### config.mk
export PLATFORM = sky130hd
export DESIGN_NAME = lix_shr_sink
export DESIGN_NICKNAME = d
export VERILOG_FILES = /design/src/rtl/lix_shr_sink.sv
export SDC_FILE = /design/constraint.sdc
export NUM_CORES = 1
export LEC_CHECK = 0
export BUFFER_PORTS_ARGS = -buffer_cell sky130_fd_sc_hd__buf_2
export CORE_MARGIN = 4
export CORE_UTILIZATION = 51
export DETAILED_ROUTE_END_ITERATION = 8
export GPL_TIMING_DRIVEN = 0
export PLACE_DENSITY = 0.75
export SKIP_LAST_GASP = 1
export SLEW_MARGIN = 25
export SYNTH_ARGS = -nofsm -noshare
export SYNTH_HDL_FRONTEND = slang
export SYNTH_SLANG_ARGS = --single-unit
### constraint.sdc
create_clock -name clk_i -period 2 [get_ports clk_i]
set_input_delay 0.2 -clock clk_i [delete_from_list [all_inputs] [get_ports clk_i]]
set_output_delay 0.2 -clock clk_i [all_outputs]
set_load 0.005 [all_outputs]
### src/rtl/lix_shr_sink.sv
// Credit-based receive end for a fixed-latency, stall-free pipeline.
// Launch credits mirror FIFO slots, so every item in flight has a slot reserved for it.
module lix_shr_sink #(
  parameter int W     = 32,
  parameter int N     = 2,
  parameter int DEPTH = 4
) (
  input  logic         clk_i,
  input  logic         rst_i,
  output logic         o_crdy,
  input  logic         i_launch,
  input  logic         i_vld,
  input  logic [W-1:0] i_x,
  output logic         o_vld,
  output logic [W-1:0] o_z,
  input  logic         i_rdy,
  output logic         o_err
);

  localparam int CW = $clog2(DEPTH + 1);
  localparam int PW = $clog2(DEPTH);
  localparam logic [CW-1:0] FULL = CW'(DEPTH);
  localparam logic [CW-1:0] ONE  = CW'(1);
  localparam logic [PW-1:0] LAST = PW'(DEPTH - 1);
  localparam logic [PW-1:0] PONE = PW'(1);

  logic [W-1:0]  mem [DEPTH];
  logic [PW-1:0] wr_ptr;
  logic [PW-1:0] rd_ptr;
  logic [CW-1:0] cnt;
  logic [CW-1:0] crd;
  logic          err;
  logic          take;
  logic          give;
  logic          ret;
  logic          wr;

  // N only documents the full-throughput sizing rule DEPTH >= N+1.
  logic [31:0] lat_unused;
  assign lat_unused = 32'(N);

  assign o_crdy = (crd != '0);
  assign o_vld  = (cnt != '0);
  assign o_z    = mem[rd_ptr];
  assign o_err  = err;

  assign take = i_launch & o_crdy;
  assign give = o_vld & i_rdy;
  assign ret  = give & (crd != FULL);
  assign wr   = i_vld & ((cnt != FULL) | give);

  // A read with no credit outstanding returns nothing, so crd saturates at DEPTH.
  always_ff @(posedge clk_i or posedge rst_i) begin
    if (rst_i) begin
      crd <= FULL;
    end else begin
      case ({take, ret})
        2'b10:   crd <= crd - ONE;
        2'b01:   crd <= crd + ONE;
        default: crd <= crd;
      endcase
    end
  end

  always_ff @(posedge clk_i or posedge rst_i) begin
    if (rst_i) begin
      cnt    <= '0;
      wr_ptr <= '0;
      rd_ptr <= '0;
    end else begin
      case ({wr, give})
        2'b10:   cnt <= cnt + ONE;
        2'b01:   cnt <= cnt - ONE;
        default: cnt <= cnt;
      endcase
      if (wr) begin
        wr_ptr <= (wr_ptr == LAST) ? '0 : wr_ptr + PONE;
      end
      if (give) begin
        rd_ptr <= (rd_ptr == LAST) ? '0 : rd_ptr + PONE;
      end
    end
  end

  always_ff @(posedge clk_i or posedge rst_i) begin
    if (rst_i) begin
      err <= 1'b0;
    end else begin
      err <= err | (i_launch & ~o_crdy) | (i_vld & (cnt == FULL) & ~give) | (give & (crd == FULL));
    end
  end

  // Storage is deliberately left out of reset.
  always_ff @(posedge clk_i) begin
    if (wr) begin
      mem[wr_ptr] <= i_x;
    end
  end

endmodule

==> impl_metrics.toml <==
[run_status]
status = "finished with violations"
failed_checks = "setup timing"

[sta]
drv_slew = 0
hold_violations = 0
grt_setup_unrepaired = "true"
period_share = 1.02
max_slew_margin = 0.635
fin_skew_ns = 0.00710
setup_viol = 27
worst_slack_ns = -0.0441
worstMarginPinSlew_ns = 0.545
whs_ns = 0.0525
finalCriticalPeriod_ns = 2.04
max_freq_mhz = 489

[floorplanning]
die_h_um = 111
fp-row-count = 37
initial_core_util = 0.522
core_um2 = 10300
die_area_um2 = 12200
die_w_um = 111
ios = 72

[power]
pwr-share-comb = 0.313
p_int_w = 0.00779
leakagePower_nw = 2.59
ir_drop_v = 0.000868
switching_power_w = 0.00282
power.density_nw_per_um2 = 1490
netSwitchingFraction = 0.266
p_total_w = 0.0106
seqPwrFrac = 0.385
pwr-share-clk = 0.302

[critical_path]
reg2reg_to = "crd[1]$_DFFE_PP0P_"
slowest_delay_ns = 0.50
cp-endpoint = "o_z[18]"
crit_top_cell = "buf_6"
crit_arrival_ns = 1.84
reg2reg_slack_ns = 0
reg2reg_from = "cnt[0]$_DFFE_PP0P_"
reg2regPathDepth = 7
critPathKind = "flip-flop to primary output"
cp_max_fo = 5
crit_slowest_cell = "mux4_2"
path_cells = "buf_6 > buf_4 > buf_6 > mux4_2 > buf_6"
crit_start = "rd_ptr[0]$_DFFE_PP0P_"
cp-start-kind = "flip-flop"
crit_path_end_kind = "primary output"
required_ns = 1.80

[logic_synthesis]
syn_area_um2 = 5360
yosys_most_used_dff = "edfxtp_1"
synth_area_leader_cell = "edfxtp_1"
ys.warnings.count = 0
ys_ff_latch = 139
async_reset_ff_frac = 0.0791
synthTopCellsByArea = "edfxtp_1 (72%), mux4_2 (13%), dfrtp_1 (4.7%), ha_1 (1.4%), mux2_2 (1.1%)"
synthesis.instances = 244
avgSynthCellArea_um2 = 22.0
syn_nets = 289
synth_cell_type_count = 33
yosysSeqAreaShare = 0.769
synth_edf_count = 128
yosys.area.top_type_share = 0.717

[global_routing]
grt_pass1_vias = 3084
grt.overflow.total = 0
grt_usage = 0.170
grt_busiest_layer = "met2"
grt_antenna_before_repair = 0
grt_use_met1 = 0.223
gr-usage-met2 = 0.271
grt_max_degree = 33
met3_usage = 0.0548
grt_pass1_wl_um = 15900

[clock_tree]
numCtsBuffers = 17
clk_latency_ns = 0.51
clkTransAtPathRegs_ns = 0.06
clk_path_buf_depth = 2
htreeDepth = 4
clock_sinks = 139
cts-root-buf = "clkbuf_8"
cts_tree = "built"

[cells_and_area]
fill_cells = 685
layout_common_cells = "edfxtp_1 (128), buf_2 (68), dlygate4sd3_1 (33)"
drive_gt1_frac = 0.460
num_antenna_cells = 0
finalInstanceArea_um2 = 7110
fin_util = 0.692
layout_commonest_cell = "edfxtp_1"
syn_to_final_growth_pct = 32.7
fin_nets = 428

[routing]
via_count = 2777
via_per_inst = 5.22
detail_route.first_pass.iterations = 4
ant_nets = 0
remaining_drc_errors = 0
drt-wirelength-per-cell_um = 18.3
wl_um = 9750
drtIter0Drc = 136

[placed_design]
portBuffers = 69
dp_hpwl_um = 5640
post-place-ws_ns = -0.280
gp_congestion = 0.754
dpl-instance-area_um2 = 5890

[flow_run]
drv_cap = 0

[worst_hold_path]
hp-class = "primary input to flip-flop"
hold_start = "i_vld"
## through the flow
step | setup TNS, ns | cells
CTS | -1.84 | 527
finish | -0.411 | 532
floorplan | -0.0281 | 244
global route | -3.68 | 532
detailed placement | -32.94 | 449
global placement | -30.21 | 449
## power groups by stage
stage | clock [W] | sequential (W) | combinational (W)
global placement | 0 | 0.00412 | 0.00270
finish | 0.00321 | 0.00409 | 0.00332
detailed placement | 0 | 0.00417 | 0.00275
global route | 0.00342 | 0.00414 | 0.00365
CTS | 0.00326 | 0.00409 | 0.00320
floorplan | 0 | 0.00408 | 0.00182
## synthesized netlist by cell type, types with 3 or more instances
cell        n
and2_1      4
buf_2       4
buf_4       4
dfrtp_1    10
edfxtp_1  128
ha_1        6
inv_1      10
mux2_2      5
mux4_2     32
nand2_1     3
nor2_1      7
xor2_1      3
## layer usage
metal | share of wire | vias up
li1 | - | 1275
met2 | 0.50 | 82
met4 | 0.012 | 0
met3 | 0.057 | 11
met5 | 0 | -
met1 | 0.43 | 1409
## worst min path at each step
stage | endpoint | slack [ns] | depth (start not counted)
floorplan | cnt[0]$_DFFE_PP0P_ | 0.05 | 1
global placement | crd[0]$_DFFE_PP0P_ | 0.20 | 2
detailed placement | o_err$_DFF_PP0_ | 0.22 | 2
CTS | o_err$_DFF_PP0_ | 0.03 | 3
global route | o_err$_DFF_PP0_ | 0.05 | 3
finish | o_err$_DFF_PP0_ | 0.05 | 3
## sequential cells by signal, indices dropped and copies added (netlist names)
register	count
crd	3
cnt	3
rd_ptr	2
wr_ptr	2
o_err	1
mem	128
## logic make-up after synthesis
| family | count (synthesis) | synth area share |
|---|---|---|
| fa+ha+maj | 8 | 0.0215 |
| buf+inv | 20 | 0.0191 |
| compound gates | 12 | 0.0152 |
| xor+xnor | 5 | 0.00817 |
| simple gates | 23 | 0.0224 |
| mux | 37 | 0.145 |
| flops | 139 | 0.769 |
## repair_timing
action | in CTS | in global routing
hold endpoints to repair | 139 | 0
hold buffers | 33 | 0
endpoints found under the setup margin | 163 | 99
pin swaps | 6 | 12
resized for setup | 27 | 15
gates cloned | 3 | 1
buffers inserted | 11 | 4
## worst max-delay path, delay by kind of cell, from the launching register on
family / cells / cell delay (ns)
buf+inv: 4 / 0.49
flops: 1 / 0.35
mux: 1 / 0.50
## cell type report
class                      instances  area [um2]  area share
clock inverter                    14         201      0.0283
clock buffer                      18         418      0.0588
sequential                       139        4120       0.580
tap                              136         170      0.0239
multi-input combinational         89        1250       0.176
inverter                          10        37.5     0.00528
timing repair buffer             117         798       0.112
buffer                             9         113      0.0158
(Power assumes the default switching activity.)
